==> src/rtl/pimc_pkg.sv <==
// Shared definitions for the PIMC router: table-entry layout, trigger encodings and FSM states.
package pimc_pkg;

  localparam int MASK_BIT = 0;
  localparam int TRIG_BIT = 1;
  localparam int PRIO_LSB = 2;

  localparam int DEF_PRIO_BITS    = 3;
  localparam int DEF_CPU_ID_WIDTH = 8;

  localparam logic TRIG_LEVEL = 1'b0;
  localparam logic TRIG_EDGE  = 1'b1;

  // Entry layout at the default widths; field order matches the bit offsets above.
  typedef struct packed {
    logic [DEF_CPU_ID_WIDTH-1:0] cpu;
    logic [DEF_PRIO_BITS-1:0]    prio;
    logic                        trigger;
    logic                        mask;
  } pimc_ent_t;

  typedef enum logic [1:0] {
    IDLE,
    NOTIFY,
    INSERVICE
  } pimc_state_t;

endpackage

==> src/rtl/pimc_arbiter.sv <==
// Combinational pick of the eligible line with the highest priority; ties resolve to the lowest index.
module pimc_arbiter #(
  parameter int N         = 16,
  parameter int PRIO_BITS = 3,
  parameter int IDX_W     = 4
) (
  input  logic [N-1:0]           elig,
  input  logic [N*PRIO_BITS-1:0] prio,
  output logic                   valid,
  output logic [IDX_W-1:0]       idx
);

  logic [PRIO_BITS-1:0] best;

  // NOTE: blocking assignments are deliberate here: each loop iteration must see the
  // running best from the previous one, and every output gets a default first so no latch forms.
  always_comb begin
    valid = 1'b0;
    idx   = '0;
    best  = '0;
    for (int i = 0; i < N; i++) begin
      if (elig[i] && (!valid || prio[i*PRIO_BITS +: PRIO_BITS] > best)) begin
        valid = 1'b1;
        idx   = IDX_W'(i);
        best  = prio[i*PRIO_BITS +: PRIO_BITS];
      end
    end
  end

endmodule

==> src/rtl/pimc_router.sv <==
// Interrupt router: per-line config table, edge latching, priority arbitration and a
// notify/irqack/eoi delivery handshake toward the interrupt fabric.
module pimc_router
  import pimc_pkg::*;
#(
  parameter  int IRQ_PIN_COUNT = 16,
  parameter  int PRIO_BITS     = 3,
  parameter  int CPU_ID_WIDTH  = 8,
  localparam int ENT_W         = 2 + PRIO_BITS + CPU_ID_WIDTH,
  localparam int IDX_W         = (IRQ_PIN_COUNT > 1) ? $clog2(IRQ_PIN_COUNT) : 1
) (
  input  logic                     clk,
  input  logic                     rst,
  input  logic [IRQ_PIN_COUNT-1:0] irq_in,
  input  logic                     cfg_we,
  input  logic [IDX_W-1:0]         cfg_idx,
  input  logic [ENT_W-1:0]         cfg_wdata,
  output logic [ENT_W-1:0]         cfg_rdata,
  input  logic                     irqack,
  input  logic                     eoi,
  output logic                     notify,
  output logic [7:0]               lineno,
  output logic [CPU_ID_WIDTH-1:0]  processor_id,
  output logic                     busy
);

  localparam int CPU_LSB = PRIO_LSB + PRIO_BITS;
  localparam logic [ENT_W-1:0] RST_ENT = ENT_W'({TRIG_LEVEL, 1'b1});

  logic [ENT_W-1:0]               ent_tbl [IRQ_PIN_COUNT];
  logic [IRQ_PIN_COUNT-1:0]       irq_q, pend, pend_d, mask_v, edge_v, elig;
  logic [IRQ_PIN_COUNT*PRIO_BITS-1:0] prio_v;
  logic                           win_valid;
  logic [IDX_W-1:0]               win_idx;
  logic                           cfg_hit, ack;
  pimc_state_t                    state;

  assign cfg_hit   = {1'b0, cfg_idx} < (IDX_W+1)'(IRQ_PIN_COUNT);
  assign cfg_rdata = cfg_hit ? ent_tbl[cfg_idx] : '0;
  assign ack       = (state == NOTIFY) && irqack;
  assign busy      = (state != IDLE);

  always_comb begin
    mask_v = '0;
    edge_v = '0;
    prio_v = '0;
    elig   = '0;
    pend_d = pend;
    for (int i = 0; i < IRQ_PIN_COUNT; i++) begin
      mask_v[i] = ent_tbl[i][MASK_BIT];
      edge_v[i] = (ent_tbl[i][TRIG_BIT] == TRIG_EDGE);
      prio_v[i*PRIO_BITS +: PRIO_BITS] = ent_tbl[i][PRIO_LSB +: PRIO_BITS];
      elig[i]   = ~mask_v[i] & (edge_v[i] ? pend[i] : irq_in[i]);
      // A fresh rise on the line being acknowledged wins over the ack clear.
      if (ack && lineno == 8'(i))
        pend_d[i] = 1'b0;
      if (irq_in[i] && !irq_q[i] && !mask_v[i] && edge_v[i])
        pend_d[i] = 1'b1;
    end
  end

  pimc_arbiter #(
    .N        (IRQ_PIN_COUNT),
    .PRIO_BITS(PRIO_BITS),
    .IDX_W    (IDX_W)
  ) u_arbiter (
    .elig (elig),
    .prio (prio_v),
    .valid(win_valid),
    .idx  (win_idx)
  );

  // NOTE: the table is a small flop array, not a RAM; it is reset so every line powers up masked.
  always_ff @(posedge clk or posedge rst) begin
    if (rst) begin
      for (int i = 0; i < IRQ_PIN_COUNT; i++)
        ent_tbl[i] <= RST_ENT;
    end else if (cfg_we && cfg_hit) begin
      ent_tbl[cfg_idx] <= cfg_wdata;
    end
  end

  always_ff @(posedge clk or posedge rst) begin
    if (rst) begin
      irq_q <= '0;
      pend  <= '0;
    end else begin
      irq_q <= irq_in;
      pend  <= pend_d;
    end
  end

  always_ff @(posedge clk or posedge rst) begin
    if (rst) begin
      state        <= IDLE;
      notify       <= 1'b0;
      lineno       <= '0;
      processor_id <= '0;
    end else begin
      case (state)
        IDLE: if (win_valid) begin
          lineno       <= 8'(win_idx);
          processor_id <= ent_tbl[win_idx][CPU_LSB +: CPU_ID_WIDTH];
          notify       <= 1'b1;
          state        <= NOTIFY;
        end
        NOTIFY: if (irqack) begin
          notify <= 1'b0;
          state  <= INSERVICE;
        end
        INSERVICE: if (eoi) state <= IDLE;
        default: state <= IDLE;
      endcase
    end
  end

endmodule

==> config.mk <==
export PLATFORM = sky130hd
export DESIGN_NAME = pimc_router
export DESIGN_NICKNAME = d
export VERILOG_FILES = /design/src/rtl/pimc_pkg.sv /design/src/rtl/pimc_arbiter.sv /design/src/rtl/pimc_router.sv
export SDC_FILE = /design/constraint.sdc
export NUM_CORES = 1
export LEC_CHECK = 0
export BUFFER_PORTS_ARGS = -buffer_cell sky130_fd_sc_hd__buf_2
export CAP_MARGIN = 10
export CORE_MARGIN = 3
export CORE_UTILIZATION = 40
export DETAILED_ROUTE_END_ITERATION = 16
export GPL_TIMING_DRIVEN = 0
export PLACE_DENSITY_LB_ADDON = 0.2
export SYNTH_ARGS = -nofsm -noshare
export SYNTH_HDL_FRONTEND = slang
export SYNTH_HIERARCHICAL = 1
export SYNTH_SLANG_ARGS = --single-unit
==> constraint.sdc <==
create_clock -name clk -period 57.7 [get_ports clk]
set_clock_uncertainty 0.2 [all_clocks]
set_input_delay 5.77 -clock clk [delete_from_list [all_inputs] [get_ports clk]]
set_output_delay 5.77 -clock clk [all_outputs]
set_load 0.1 [all_outputs]
[After elaboration in Yosys (flattened, before gate mapping)]
Index checks and enable logic that the tools add are counted.
Storage, ports and cells
  output and inout port bits: 31
  input port bits: 38
  flip-flop bits (word level): 255
  logic and storage cells: 385
Operators by class
  bitwise gates (word level): 34
  equality and inequality tests: 20
  magnitude comparators: 18
  reduce and logical (&&, ||, !) cells: 166
  multiplexer cells: 110
Operators by type and width (number)
  208-bit bitwise mux: 1
  13-bit binary-select mux with 4-bit select: 2
  1-bit logical AND: 81
  1-bit 2-to-1 mux: 67
  13-bit 2-to-1 mux: 5
  3-bit 2-to-1 mux: 19
  13-bit demux with 4-bit select: 1
  1-bit zero test: 47
  3-bit greater-than comparator: 15
  2-bit nonzero test: 18
  4-bit equality test, second input constant: 8
  4-bit 2-to-1 mux: 8
  1-bit AND: 16
  4-bit by 3-bit equality test with 1-bit output, second input constant: 4
  1-bit inverter: 16
  1-bit logical OR: 15
  5-bit >= comparator, second input constant: 2
  2-bit 2-to-1 mux: 5
  4-bit inverter with 5-bit output: 2
  4-bit by 2-bit equality test with 1-bit output, second input constant: 2
  8-bit zero test: 1
  2-bit case mux with 3 select lines: 1
  3-bit AND reduction: 2
  5-bit by 1-bit less-than comparator with 1-bit output, second input constant: 1
  8 further kinds: 9

[Logic depth before layout (Yosys ltp)]
  word-level depth: 67
  mapped depth: 129
  gate-level depth less buffers: 122

[Hierarchy]
The synthesis kept the hierarchy.
Modules (own cells, without submodules)
  pimc_router: cells an instance 807, area an instance 12519.5 sq um, seq. area each 6401.1 sq um, times used 1
  pimc_arbiter: cells an instance 344, area an instance 2293.4 sq um, seq. area each 0.0 sq um, times used 1

[Worst setup path before layout]
OpenSTA, ideal clock, no wires.
  kind: input port to flip-flop
  start point: input irq_in[0]
  end point: register processor_id[3]
  arrival time: 27.259 ns
  setup time: 0.126 ns
  data required time: 57.374 ns
  path buffers: 8
  stages: 123
  slack: 30.115 ns
  path through: mux2i_1 -> nor2_1 -> buf_4 -> nand2_1 -> ha_1 -> and3b_1 -> o211ai_1 -> nand3_1 -> and2_1 -> ha_1 -> and3b_1 -> o211ai_2 -> and2_1 -> buf_6 -> a21o_1 -> ha_1 -> a21oi_1 -> a32oi_1 -> [... 87 more ...] -> a31oi_1 -> o21ai_1 -> inv_1 -> nor3_1 -> nor2_1 -> o31ai_1 -> ha_1 -> a21o_1 -> a21oi_1 -> a31oi_1 -> o21ai_0 -> and2_1 -> nand2_1 -> buf_6 -> buf_12 -> mux4_1 -> mux2_2 -> a221o_1
On the way
  cells in the longest elaborated chain, start to end: 67
  elaborated cells on any way between the ends: 113
  those cells by class: order compare (15); mux (50); bitwise (2); reduce/logical (46)
Ends and longest elaborated chain
  start: declaration: RTL line pimc_router.sv:14  | input logic [IRQ_PIN_COUNT-1:0] irq_in,
  1-bit 2-to-1 mux *: RTL line pimc_router.sv:53  | elig[i] = ~mask_v[i] & (edge_v[i] ? pend[i] : irq_in[i]);
  1-bit AND *: RTL line pimc_router.sv:53
  named net elig[0]: RTL line pimc_router.sv:31  | logic [IRQ_PIN_COUNT-1:0] irq_q, pend, pend_d, mask_v, edge_v, elig;
  3-bit 2-to-1 mux / 1-bit 2-to-1 mux (equally long branches): RTL line pimc_arbiter.sv:22  | if (elig[i] && (!valid || prio[i*PRIO_BITS +: PRIO_BITS] > best)) begin
  3-bit greater-than comparator / 1-bit zero test (equally long branches): RTL line pimc_arbiter.sv:22
  1-bit logical OR: RTL line pimc_arbiter.sv:22
  1-bit logical AND: RTL line pimc_arbiter.sv:22
  3-bit 2-to-1 mux / 1-bit 2-to-1 mux (equally long branches): RTL line pimc_arbiter.sv:22
  [... 52 more ...]
  3-bit greater-than comparator / 1-bit zero test (equally long branches): RTL line pimc_arbiter.sv:22
  1-bit logical OR: RTL line pimc_arbiter.sv:22
  1-bit logical AND: RTL line pimc_arbiter.sv:22
  4-bit 2-to-1 mux *: RTL line pimc_arbiter.sv:22
  named net win_idx[1]: RTL line pimc_router.sv:34  | logic [IDX_W-1:0] win_idx;
  4-bit inverter with 5-bit output (not written as such) *: RTL line pimc_router.sv:103  | processor_id <= ent_tbl[win_idx][CPU_LSB +: CPU_ID_WIDTH];
  13-bit binary-select mux with 4-bit select *: RTL line pimc_router.sv:103
  13-bit 2-to-1 mux (not written as such) * (2 in a row): RTL line pimc_router.sv:103
  end signal: assignment: RTL line pimc_router.sv:103
  end: declaration: RTL line pimc_router.sv:23  | output logic [CPU_ID_WIDTH-1:0] processor_id,
Mark *: on every way through the listed nets, which the timed path passes. The rest lies on a longest branch. The select of a mux whose other input is x is not followed.
A chain may end at the register's enable or synchronous reset.

[Worst setup path after layout]
  start point: input irq_in[0]
  end point: register processor_id[7]
The elaborated chain is that of the path after synthesis.

==> results <==
- The run finished with clean final reports.
- After detailed routing, the average wire length per cell comes to 24.70 microns.
- The peak clock frequency supported by timing is 32.66 MHz.
- After detailed routing, the total wire length is 42.83 mm.
- In this run the core area contains 69 standard-cell rows.
- Setup repair after global routing left no endpoint under its margin.
- For met2 alone, demand over resource in global routing was 0.3717.
- The total global routing track utilization is 0.2190.
- The deepest clock path buffer count is 3.
- The vertical die dimension is 198.4 microns.
- The cell at the root of the clock tree is clkbuf_16.
- The number of filler instances in the final layout is 3,300.
- From left edge to right edge, the die measures 198.4 microns.
- The first detailed-routing pass took 5 iterations.
- Compared with the post-synthesis result, the final layout area differs by 12.74%.
- STA classifies the critical path endpoint as a flop.
- The largest stage delay on the critical path is about 0.56 ns.
- The headroom to the max-slew limit is 0.2869.
- The half-perimeter wire length after placement is 32.02 mm.
- Setup violations remaining at the end of the flow were counted as 0.
- The data required time at the worst endpoint is 57.94 ns.
- The met1 track utilization from global routing is 0.2939.
- The total number of yosys warnings is 6.
- The arrival time at the worst endpoint is 30.85 ns.
- The clock network latency to the later pin of the worst-skew pair is about 0.55 ns.
- The congestion estimate from routability-driven global placement came to 0.8553.
- The number of pins with negative max-slew slack in the final report is 0.
- The routed via count divided by cell count is 5.916.
- The first global-routing pass estimated approximately 66 mm of wire.
- The max-capacitance violation count is 0.
- The worst setup path is launched from an input port.
- The region available for standard cell placement spans 36,000 sq um.
- The residual overflow from global routing is 0.
- For this run, the post-layout net count is 1,325.
- The number of I/O pins is roughly 70.
- The largest individual stage delay along the critical path comes from the cell a211oi_1.
- The most frequent standard cell in the layout excluding fill and tap cells is dfrtp_1.
- Synthesis produced 1,151 cells.
- The CTS tree is yes.
- The number of global-route vias before repair is 10,690.
- In this run the tool buffered the top-level ports with 64 buffer cells.
- The initial antenna violation count is 1.
- The measured slew at the worst slew-check pin is roughly 1.1 ns.
- The cell with the most instances on the worst path is ha_1.
- The number of setup buffers added after CTS is 0.
- The number of gates resized after CTS was 0.
- The setup TNS is 0 ns.
- The post-route fraction of the period consumed by the critical path is 0.5306.
- The detailed router finished its first iteration with 649 violations.
- The most instantiated flip-flop cell in the synthesis netlist is dfrtp_1.
- The residual DRC count is 0.
- The post-synthesis average cell area is 12.87 sq um.
- The path category of the worst min-delay check is flop to flop.
- The path type of the worst setup path is input port to flop.
- The detailed router placed 10,260 vias in this run.
- The overall die area is 39,380 sq um.
- For the finished layout, the period the worst path requires is 30.62 ns.
- The count of nets left with antenna violations after detail routing is 0.
- The most congested layer reported by global routing is met2.
- The number of buffers added to fix hold violations after cts is 0.
- The clock drives 255 sinks.
- Entering global routing, the biggest net connects 107 pins.
- The number of hold-slack violations in the final timing report is 0.
- The number of synthesized register bits is 255.
- In this run the worst path has a maximum fanout of 10.
- The share of the Yosys chip area taken by registers is 0.4321.
- Leaving out fill and tap cells, the most frequent cells in the layout are dfrtp_1 (239), mux2_2 (220), mux4_2 (89).
- For this run, global-route usage on met3 was measured as 0.03066.
- Yosys mapped the design onto 79 distinct sky130hd cell types.
- In the final layout, the share of cells above drive strength 1 is 0.3954.
- After clock tree synthesis, the clock-pin slew on the worst setup and hold paths is 0.06 ns.
- The share of async-settable or async-resettable flops after synthesis is 1.000.
- The number of H-tree branching levels is 1.
- The number of buffers inserted during clock tree synthesis is 28.
- For this configuration, the core starts out at a cell density of 0.4115.
- In this run the cell area of the synthesized design comes to around 15,000 sq um.
- The number of enable-type register cells in the synthesized netlist is 0.
## synthesized netlist by cell type (28+ instances only)
| cell type | number | area share |
|---|---|---|
| ha_1 | 37 | 0.031 |
| inv_1 | 34 | 0.0086 |
| nor2_1 | 46 | 0.012 |
| a21oi_1 | 29 | 0.0098 |
| mux2i_1 | 28 | 0.019 |
| clkbuf_1 | 30 | 0.0076 |
| nand2_1 | 66 | 0.017 |
| dfrtp_1 | 239 | 0.40 |
| mux4_2 | 89 | 0.14 |
| mux2_2 | 220 | 0.17 |
| o21ai_0 | 31 | 0.010 |
## through the flow
step / worst slack [ns] / cells / hold WS [ns] / util / cell area (sq um)
2_1_floorplan: 30.12 / 1154 / 0.2586 / - / 14820
3_3_place_gp: 26.90 / 1679 / 0.2693 / 0.4367 / 15720
3_5_place_dp: 26.75 / 1681 / 0.2756 / 0.4384 / 15780
4_1_cts: 27.25 / 1733 / 0.2852 / 0.4638 / 16700
5_1_grt: 24.89 / 1733 / 0.3125 / 0.4638 / 16700
6_report: 27.08 / 1734 / 0.2846 / 0.4639 / 16700
## area by class of cell
class / count / area, sq um / area share
inverters: 35 / 138.9 / 0.008316
multi-input cells: 785 / 7844 / 0.4697
diodes: 1 / 2.502 / 0.0001498
flip-flops and latches: 255 / 6401 / 0.3833
plain buffers: 79 / 447.9 / 0.02682
clock inverters: 7 / 48.80 / 0.002922
clock buffers: 45 / 864.6 / 0.05177
repair buffers: 66 / 375.4 / 0.02248
well taps: 461 / 576.8 / 0.03454
## kinds of logic after synthesis
family | synth area share
buffers and inverters | 0.03911
muxes | 0.3321
and+or+nand+nor | 0.08768
AOI/OAI and AO/OA | 0.07678
other | 0.0002532
DFF | 0.4321
adders and majority gates | 0.03193
## registers in the layout, summed over array words and instances (netlist names)
name / flops
irq_q: 16
state: 2
pend: 16
ent_tbl: 192
edge_v: 16
notify: 1
processor_id: 8
lineno: 4
## critical path: cells and delay by family
family,cells,cell delay (ns)
buf+inv,9,1.76
fa+ha+maj,15,4.42
compound gates,62,12.88
simple gates,33,5.07
mux,4,0.92
## worst paths after layout
check / from / slack [ns] / end / cells past startpoint
setup / recovery: irq_in[0] / 27.08 / processor_id[7] / 123
hold / removal: irq_q[14] / 0.28 / pend[14] / 2
setup reg to reg: edge_v[0] / 31.94 / processor_id[7] / 122
hold reg to reg: irq_q[14] / 0.28 / pend[14] / 2
max in group asynchronous: rst / 50.96 / ent_tbl[184] / 4
min in group asynchronous: rst / 5.02 / ent_tbl[12] / 2
## routing by layer
layer	vias to the layer above	routed length, microns
li1	4583	-
met1	5318	18520
met2	276	20790
met3	81	2091
met4	0	1432
met5	-	0
Power is left out: the tool's default activity adds up to more than one toggle a clock period on the data nets, which glitch-free logic cannot reach.
